--- config.mk ---
export PLATFORM = sky130hd
export DESIGN_NAME = uart_rx
export DESIGN_NICKNAME = d
export VERILOG_FILES = /design/src/rtl/uart_rx.sv
export SDC_FILE = /design/constraint.sdc
export NUM_CORES = 1
export LEC_CHECK = 0
export BUFFER_PORTS_ARGS = -buffer_cell sky130_fd_sc_hd__buf_2
export CAP_MARGIN = 20
export CORE_ASPECT_RATIO = 2
export CORE_UTILIZATION = 40
export DETAILED_ROUTE_END_ITERATION = 10
export MAX_ROUTING_LAYER = met4
export PLACE_DENSITY = 0.59
export SYNTH_ARGS = -nofsm -noshare
export SYNTH_HDL_FRONTEND = slang
export SYNTH_SLANG_ARGS = --single-unit
--- constraint.sdc ---
create_clock -name i_clk -period 4.5 [get_ports i_clk]
set_clock_uncertainty 0.1 [all_clocks]
set_input_delay 0.675 -clock i_clk [delete_from_list [all_inputs] [get_ports i_clk]]
set_output_delay 0.675 -clock i_clk [all_outputs]
set_load 0.1 [all_outputs]
--- src/rtl/uart_rx.sv ---
// uart_rx: 8N1 UART receiver, mid-bit sampling from a fixed clocks-per-baud divider.
// Define UART_RX_PARITY_EN to add an even-parity bit and the o_parity_err strobe.
module uart_rx #(
  parameter int unsigned BW              = 8,
  parameter logic [23:0] CLOCKS_PER_BAUD = 24'd868
) (
  input  logic          i_clk,
  input  logic          i_rst_n,
  input  logic          i_uart_rx,
  output logic          o_wr,
  output logic [BW-1:0] o_data,
  output logic          o_frame_err,
`ifdef UART_RX_PARITY_EN
  output logic          o_parity_err,
`endif
  output logic          o_busy
);

  localparam int unsigned   IW        = (BW > 1) ? $clog2(BW) : 1;
  localparam logic [23:0]   HALF_LOAD = (CLOCKS_PER_BAUD >> 1) - 24'd1;
  localparam logic [23:0]   FULL_LOAD = CLOCKS_PER_BAUD - 24'd1;
  localparam logic [IW-1:0] LAST_IDX  = IW'(BW - 1);

  typedef enum logic [2:0] {
    WAIT_HIGH,
    IDLE,
    START,
    DATA,
    PARITY,
    STOP
  } state_t;

  state_t          state, state_d;
  logic            sync_meta, rx_s;
  logic [23:0]     baud_cnt, cnt_d;
  logic [IW-1:0]   bit_idx, idx_d;
  logic [BW-1:0]   shift_reg, shift_d;
  logic [BW-1:0]   data_d;
  logic            wr_d, ferr_d, busy_d;
  logic            tick;
`ifdef UART_RX_PARITY_EN
  logic            par_bit, par_d, perr_d;
`endif

  // Two-flop synchronizer; presets to idle-high so reset never looks like a start bit.
  always_ff @(posedge i_clk) begin
    if (!i_rst_n) begin
      sync_meta <= 1'b1;
      rx_s      <= 1'b1;
    end else begin
      sync_meta <= i_uart_rx;
      rx_s      <= sync_meta;
    end
  end

  assign tick = (baud_cnt == 24'd0);

  always_ff @(posedge i_clk) begin
    if (!i_rst_n) begin
      state       <= WAIT_HIGH;
      baud_cnt    <= 24'd0;
      bit_idx     <= '0;
      shift_reg   <= '0;
      o_data      <= '0;
      o_wr        <= 1'b0;
      o_frame_err <= 1'b0;
      o_busy      <= 1'b0;
`ifdef UART_RX_PARITY_EN
      par_bit      <= 1'b0;
      o_parity_err <= 1'b0;
`endif
    end else begin
      state       <= state_d;
      baud_cnt    <= cnt_d;
      bit_idx     <= idx_d;
      shift_reg   <= shift_d;
      o_data      <= data_d;
      o_wr        <= wr_d;
      o_frame_err <= ferr_d;
      o_busy      <= busy_d;
`ifdef UART_RX_PARITY_EN
      par_bit      <= par_d;
      o_parity_err <= perr_d;
`endif
    end
  end

  always_comb begin
    state_d = state;
    cnt_d   = baud_cnt;
    idx_d   = bit_idx;
    shift_d = shift_reg;
    data_d  = o_data;
    wr_d    = 1'b0;
    ferr_d  = 1'b0;
    busy_d  = o_busy;
`ifdef UART_RX_PARITY_EN
    par_d   = par_bit;
    perr_d  = 1'b0;
`endif

    case (state)
      // Busy is held through WAIT_HIGH so a break after a frame error still reads as busy.
      WAIT_HIGH: begin
        if (rx_s) begin
          state_d = IDLE;
          busy_d  = 1'b0;
        end
      end

      IDLE: begin
        if (!rx_s) begin
          cnt_d   = HALF_LOAD;
          busy_d  = 1'b1;
          state_d = START;
        end
      end

      START: begin
        if (tick) begin
          if (!rx_s) begin
            cnt_d   = FULL_LOAD;
            idx_d   = '0;
            state_d = DATA;
          end else begin
            busy_d  = 1'b0;
            state_d = IDLE;
          end
        end else begin
          cnt_d = baud_cnt - 24'd1;
        end
      end

      DATA: begin
        if (tick) begin
          shift_d[bit_idx] = rx_s;
          cnt_d            = FULL_LOAD;
          if (bit_idx == LAST_IDX) begin
`ifdef UART_RX_PARITY_EN
            state_d = PARITY;
`else
            state_d = STOP;
`endif
          end else begin
            idx_d = bit_idx + IW'(1);
          end
        end else begin
          cnt_d = baud_cnt - 24'd1;
        end
      end

`ifdef UART_RX_PARITY_EN
      PARITY: begin
        if (tick) begin
          par_d   = rx_s;
          cnt_d   = FULL_LOAD;
          state_d = STOP;
        end else begin
          cnt_d = baud_cnt - 24'd1;
        end
      end
`endif

      // IDLE is re-entered at mid-stop so a back-to-back start edge is not missed.
      STOP: begin
        if (tick) begin
          if (rx_s) begin
`ifdef UART_RX_PARITY_EN
            if ((^shift_reg) == par_bit) begin
              data_d = shift_reg;
              wr_d   = 1'b1;
            end else begin
              perr_d = 1'b1;
            end
`else
            data_d = shift_reg;
            wr_d   = 1'b1;
`endif
            busy_d  = 1'b0;
            state_d = IDLE;
          end else begin
            ferr_d  = 1'b1;
            state_d = WAIT_HIGH;
          end
        end else begin
          cnt_d = baud_cnt - 24'd1;
        end
      end

      default: begin
        state_d = WAIT_HIGH;
      end
    endcase
  end

endmodule

==> results of run 1 <==
==> layout make-up <==
class | count | area [µm²] | area share (%)
repair buffers | 19 | 110 | 3.75
flip-flops and latches | 51 | 1020 | 34.8
clock buffers | 5 | 125 | 4.27
clock inverters | 3 | 28.8 | 0.981
well taps | 86 | 108 | 3.67
inverters | 4 | 15.0 | 0.512
multi-input cells | 243 | 1530 | 52.0
==> kinds of logic (layout without fill, tap and decap cells) <==
logic type                 Yosys count  after routing  share of synthesized area, %
buffers and inverters               28             31                          4.16
xor gates and xnor gates             2              2                         0.662
AOI/OAI and AO/OA                   92             92                          22.9
DFF                                 51             51                          38.6
adders and majority gates            5              5                          2.36
and+or+nand+nor                    142            142                          30.6
muxes                                2              2                         0.756
==> path summary, 6_finish.rpt <==
check	slack, ns	to	startpoint
worst max-delay path	1.35	baud_cnt[19]	baud_cnt[0]
worst min-delay path	0.31	rx_s	sync_meta
worst max register to register	1.35	baud_cnt[19]	baud_cnt[0]
worst min register to register	0.31	rx_s	sync_meta
==> per-layer routing <==
| layer | track usage (%) | up-vias | part of all wire [%] | wire [µm] |
|---|---|---|---|---|
| li1 | - | 1231 | - | - |
| met1 | 22.4 | 1204 | 38 | 2690 |
| met2 | 41.5 | 57 | 55 | 3920 |
| met3 | 3.30 | 24 | 2.5 | 177 |
| met4 | 14.1 | 0 | 4.5 | 318 |
| met5 | - | - | 0 | 0 |
==> stage by stage <==
step / instances / hold WS [ns]
floorplan: 322 / 0.286
global placement: 403 / 0.292
detailed placement: 403 / 0.295
CTS: 411 / 0.318
global route: 411 / 0.323
finish: 411 / 0.315
==> placed cells by master, fill, tap and decap left out, types with 3 or more instances in the layout <==
cell and n:
sky130_fd_sc_hd__or3_1 5, sky130_fd_sc_hd__nor2b_1 4, sky130_fd_sc_hd__nand4_1 8, sky130_fd_sc_hd__ha_1 5, sky130_fd_sc_hd__or4_1 19, sky130_fd_sc_hd__o21ai_0 7, sky130_fd_sc_hd__nand2_1 35, sky130_fd_sc_hd__o32ai_1 3
sky130_fd_sc_hd__dfxtp_1 51, sky130_fd_sc_hd__buf_4 6, sky130_fd_sc_hd__nor4_1 6, sky130_fd_sc_hd__nand3b_1 3, sky130_fd_sc_hd__nand2b_1 5, sky130_fd_sc_hd__nand3_1 17, sky130_fd_sc_hd__nor2_1 12, sky130_fd_sc_hd__or2_2 6
sky130_fd_sc_hd__buf_2 13, sky130_fd_sc_hd__a21oi_1 40, sky130_fd_sc_hd__nor3b_1 5, sky130_fd_sc_hd__a211oi_1 7, sky130_fd_sc_hd__nor3_1 5, sky130_fd_sc_hd__o41ai_1 3, sky130_fd_sc_hd__inv_1 3, sky130_fd_sc_hd__clkbuf_16 5
sky130_fd_sc_hd__o31ai_1 14
==> power by group through the flow <==
stage,combinational [W],sequential [W],clock (W)
after CTS,0.000305,0.000504,0.000404
final,0.000309,0.000504,0.000394
after global routing,0.000338,0.000508,0.000418
after floorplan,0.000215,0.000511,0
after global placement,0.000302,0.000513,0
after detailed placement,0.000304,0.000514,0
==> metrics.yaml, run 1 <==
clocking:
  cts.reportedPaths.clkPinSlew_ns: 0.07
  ctsLongestPathBuffers: 2
  h-tree-depth: 2
  cts_num_sinks: 51
  postCtsHoldBufs: 0
  worstSkewPairLatency_ns: 0.30
  cts-resized-gates: 0
  cts_bufs_inserted: 5
  clk_root_buffer_cell: "sky130_fd_sc_hd__clkbuf_16"
  tritoncts_clock_tree: "yes"
  postCtsSetupBuffers: 0
cells_and_area:
  antenna-diode-count: 0
  num-fill-cells: 675
  layout.nets: 332
  drive_above_1_share_pct: 12.0
  final_core_utilization_pct: 46.1
  largest_register_ff_count: 24
  flow.area_growth_from_synthesis_pct: 10.8
  post_layout_inst_area_um2: 2930
sta:
  post_route_fraction_of_the_period_consumed_by_the_critical_path_pct: 69.9
  timing.setup.tns_ns: 0
  report.final.hold_viol_count: 0
  finalSetupViolCount: 0
  slew_headroom_pct: 45.7
  final_critical_path_setup_slack_ns: 1.35
  unrepaired_setup_endpoints_after_global_routing: "no"
  timing.final.max_slew_violations: 0
  timing.fmax_ghz: 0.318
  final.min_clock_period_ns: 3.15
  worst_slew_pin_slew_ns: 0.814
synth:
  postSynth.topFlopCell: "sky130_fd_sc_hd__dfxtp_1"
  synth_net_count: 330
  avg_synthesized_cell_area_um2: 8.22
  netlist_instances: 322
  synth_top_area_cell: "sky130_fd_sc_hd__dfxtp_1"
  total_standard_cell_area_after_synthesis_um2: 2650
  post_synth_num_cell_types: 54
  ys_async_sr_fraction_pct: 0
  netlist_top_cells_area: "sky130_fd_sc_hd__dfxtp_1 (39%), sky130_fd_sc_hd__a21oi_1 (7.6%), sky130_fd_sc_hd__or4_1 (5.4%), sky130_fd_sc_hd__nand2_1 (5.0%), sky130_fd_sc_hd__o31ai_1 (4.0%)"
  synth_seq_area_share_pct: 38.6
  synthMostInstantiatedCell: "sky130_fd_sc_hd__dfxtp_1"
  postSynthRegisterBits: 51
  synth_edf_count: 0
  netlist.area_leader.share_pct: 38.6
  synth.top_cells.by_count: "sky130_fd_sc_hd__dfxtp_1 (51), sky130_fd_sc_hd__a21oi_1 (40), sky130_fd_sc_hd__nand2_1 (35), sky130_fd_sc_hd__clkbuf_1 (19), sky130_fd_sc_hd__or4_1 (19)"
  ys_warn_count: 0
power:
  clockPowerShare_pct: 32.6
  power_frac_seq_pct: 41.8
  swShare_pct: 34.6
  comb_power_share_pct: 25.6
  finalPower_w: 0.00121
  power_density_nw_per_um2: 412
  total_leakage_power_nw: 1.05
  power.ir.vdd_worst_mv: 0.303
  power_report.internal_total_w: 0.000790
  netSwitchingPower_w: 0.000418
critical_path:
  crit_cells: 9
  cpPeakStageDelay_ns: 0.57
  startpoint_class_of_the_critical_path: "flip-flop"
  worstPathRequired_ns: 4.63
  worst-endpoint-arrival_ns: 3.27
  path_max_fanout: 19
  critical_path.endpoint_type: "flip-flop"
  reg2reg_depth: 9
  timing.critical_path.cells: "inv_1, ha_1, or4b_1, or4_1, nor4b_4, buf_4, o31ai_1, buf_4, a21oi_1"
  timing.critical_path.slowest_stage_cell: "sky130_fd_sc_hd__or4_1"
  most_common_cell_type_on_the_critical_path: "sky130_fd_sc_hd__buf_4"
  worstSetupPathType: "reg2reg"
  timing.critical_path.max_delay_family: "simple AND/OR/NAND/NOR gates"
  cp.buffers_inverters: 3
detailed_routing:
  post_drt_via_cell_ratio: 6.12
  vias: 2516
  drtIter0Drc: 114
  count_of_nets_left_with_antenna_violations_after_detail_routing: 0
  wirelength_um: 7110
  drt_first_pass_iters: 4
  post-route-drc-count: 0
  routed_wl_per_cell_um: 17.3
global_route:
  antenna_found_initial: 0
  grt_pass1_wl_um: 11800
  grt_overflow_total: 0
  number_of_global_route_vias_before_repair: 2489
  track_usage_pct: 23.0
  largest_net_degree_at_the_start_of_global_routing: 28
worst_hold_path:
  worst_hold_path_type: "reg2reg"
  whs_path_depth: 1
floorplanning:
  die_h_um: 117
  fp.dieArea_um2: 6970
  io-pin-count: 14
  initial_utilization_pct: 41.6
  rows: 41
  placeableCoreArea_um2: 6360
  fp.dieW_um: 59.5
run_status:
  status: "complete, no violations"
place:
  preCtsSetupSlack_ns: 1.36
  gpl.final_weighted_congestion: 0.959
  port-buffer-count: 13
  place_hpwl_um: 5250
  detailed_place.area_um2: 2780
job:
  timing.max_cap.violations: 0
Power figures use the tool's default switching activity.
==> run 2: changes to the inputs <==
Clock period 4.5 ns to 3.2 ns, I/O delays scaled along.
==> metrics.yaml, run 2 (synthesis gave the netlist of run 1 again) <==
detailed_routing:
  count_of_nets_left_with_antenna_violations_after_detail_routing: 0
  wirelength_um: 7140
  drt_first_pass_iters: 5
  vias: 2518
  post_drt_via_cell_ratio: 6.01
  routed_wl_per_cell_um: 17.0
  drtIter0Drc: 83
  post-route-drc-count: 0
sta:
  slew_headroom_pct: 60.1
  finalSetupViolCount: 0
  final.min_clock_period_ns: 2.86
  worst_slew_pin_slew_ns: 0.592
  timing.final.max_slew_violations: 0
  report.final.hold_viol_count: 0
  timing.fmax_ghz: 0.350
  timing.setup.tns_ns: 0
  post_route_fraction_of_the_period_consumed_by_the_critical_path_pct: 89.3
  unrepaired_setup_endpoints_after_global_routing: "no"
floorplanning:
  die_h_um: 117
  fp.dieW_um: 59.5
  placeableCoreArea_um2: 6360
  rows: 41
  initial_utilization_pct: 41.6
  fp.dieArea_um2: 6970
  io-pin-count: 14
place:
  detailed_place.area_um2: 2840
  port-buffer-count: 13
  gpl.final_weighted_congestion: 0.853
  place_hpwl_um: 5260
clocking:
  cts.reportedPaths.clkPinSlew_ns: 0.07
  cts_bufs_inserted: 5
  clk_root_buffer_cell: "sky130_fd_sc_hd__clkbuf_16"
  h-tree-depth: 2
  cts_num_sinks: 51
  tritoncts_clock_tree: "yes"
  worstSkewPairLatency_ns: 0.30
  cts-resized-gates: 0
  postCtsSetupBuffers: 0
  ctsLongestPathBuffers: 2
  postCtsHoldBufs: 0
cells_and_area:
  seqCellArea_um2: 1020
  num-fill-cells: 661
  post_layout_inst_area_um2: 3010
  layout_common_cells: "sky130_fd_sc_hd__dfxtp_1 (51), sky130_fd_sc_hd__a21oi_1 (40), sky130_fd_sc_hd__nand2_1 (35)"
  flow.area_growth_from_synthesis_pct: 13.6
  mostFrequentLayoutCell: "sky130_fd_sc_hd__dfxtp_1"
  multi_input_comb_area_um2: 1530
  antenna-diode-count: 0
  largest_register_ff_count: 24
  layout.nets: 340
  drive_above_1_share_pct: 14.1
critical_path:
  cpPeakStageDelay_ns: 0.58
  crit_start: "baud_cnt[0]"
  cp.buffers_inverters: 3
  reg2reg_setup_slack_ns: 0.34
  r2r_start: "baud_cnt[0]"
  startpoint_class_of_the_critical_path: "flip-flop"
  worstPathRequired_ns: 3.32
  worst-endpoint-arrival_ns: 2.98
  timing.critical_path.max_delay_family: "simple AND/OR/NAND/NOR gates"
  worstSetupPathType: "reg2reg"
  timing.critical_path.cells: "inv_1, ha_1, or4b_1, or4_1, nor4b_4, buf_4, o31ai_1, buf_4, a21oi_1"
  timing.critical_path.slowest_stage_cell: "sky130_fd_sc_hd__or4_1"
  critical_path.endpoint_type: "flip-flop"
  path_max_fanout: 14
  most_common_cell_type_on_the_critical_path: "sky130_fd_sc_hd__buf_4"
global_route:
  largest_net_degree_at_the_start_of_global_routing: 24
  number_of_global_route_vias_before_repair: 2370
  antenna_found_initial: 0
  track_usage_pct: 23.1
  grt_overflow_total: 0
  grt_pass1_wl_um: 11600
power:
  comb_power_share_pct: 25.8
  total_leakage_power_nw: 1.10
  power.ir.vdd_worst_mv: 0.347
  clockPowerShare_pct: 34.7
  power_report.internal_total_w: 0.00120
  power_density_nw_per_um2: 589
  power_frac_seq_pct: 39.5
  netSwitchingPower_w: 0.000575
  swShare_pct: 32.5
worst_hold_path:
  hold_start: "i_uart_rx"
  worst_hold_path_type: "in2reg"
job:
  timing.max_cap.violations: 0
run_status:
  status: "complete, no violations"
## run 2: per-stage QoR
step,std cells,total power (W),hold slack [ns],setup slack (ns),util (%)
6_report,419,0.00177,0.289,0.343,47.3
5_1_grt,419,0.00186,0.283,0.162,47.3
4_1_cts,419,0.00178,0.294,0.341,47.3
3_5_place_dp,411,0.00116,0.330,0.372,44.6
3_3_place_gp,411,0.00116,0.336,0.407,44.6
2_1_floorplan,322,0.00102,0.286,0.405,-
## run 2: area by class of cell
cell class | count | share of cell area [%]
Sequential cell | 51 | 33.9
Clock inverter | 3 | 1.46
Clock buffer | 5 | 4.16
Multi-Input combinational cell | 243 | 50.7
Tap cell | 86 | 3.58
Inverter | 4 | 0.499
Timing Repair Buffer | 27 | 5.66
## run 2: path summary, 6_finish.rpt
path | depth (start not counted) | to
setup / recovery | 9 | baud_cnt[11]
hold / removal | 2 | sync_meta
setup reg to reg | 9 | baud_cnt[11]
hold reg to reg | 1 | rx_s
## run 2: per-layer routing
layer	track usage [%]	vias up	wire length (µm)
li1	-	1242	-
met1	22.5	1208	2630
met2	42.3	50	4080
met3	3.08	18	182
met4	13.0	0	249
met5	-	-	0
## run 2: power by group through the flow
| stage | sequential (W) | clock [W] | combinational (W) |
|---|---|---|---|
| global placement | 0.000713 | 0 | 0.000446 |
| CTS | 0.000699 | 0.000629 | 0.000454 |
| global route | 0.000704 | 0.000650 | 0.000505 |
| finish | 0.000700 | 0.000615 | 0.000458 |
| detailed placement | 0.000713 | 0 | 0.000452 |
| floorplan | 0.000718 | 0 | 0.000303 |
## run 2: worst reg2reg max path: stages, from the launching register on
cell and delay (ns):
sky130_fd_sc_hd__dfxtp_1 0.32, sky130_fd_sc_hd__inv_1 0.11, sky130_fd_sc_hd__ha_1 0.15, sky130_fd_sc_hd__or4b_1 0.52
sky130_fd_sc_hd__or4_1 0.58, sky130_fd_sc_hd__nor4b_4 0.34, sky130_fd_sc_hd__buf_4 0.24, sky130_fd_sc_hd__o31ai_1 0.08
sky130_fd_sc_hd__buf_4 0.21, sky130_fd_sc_hd__a21oi_1 0.13
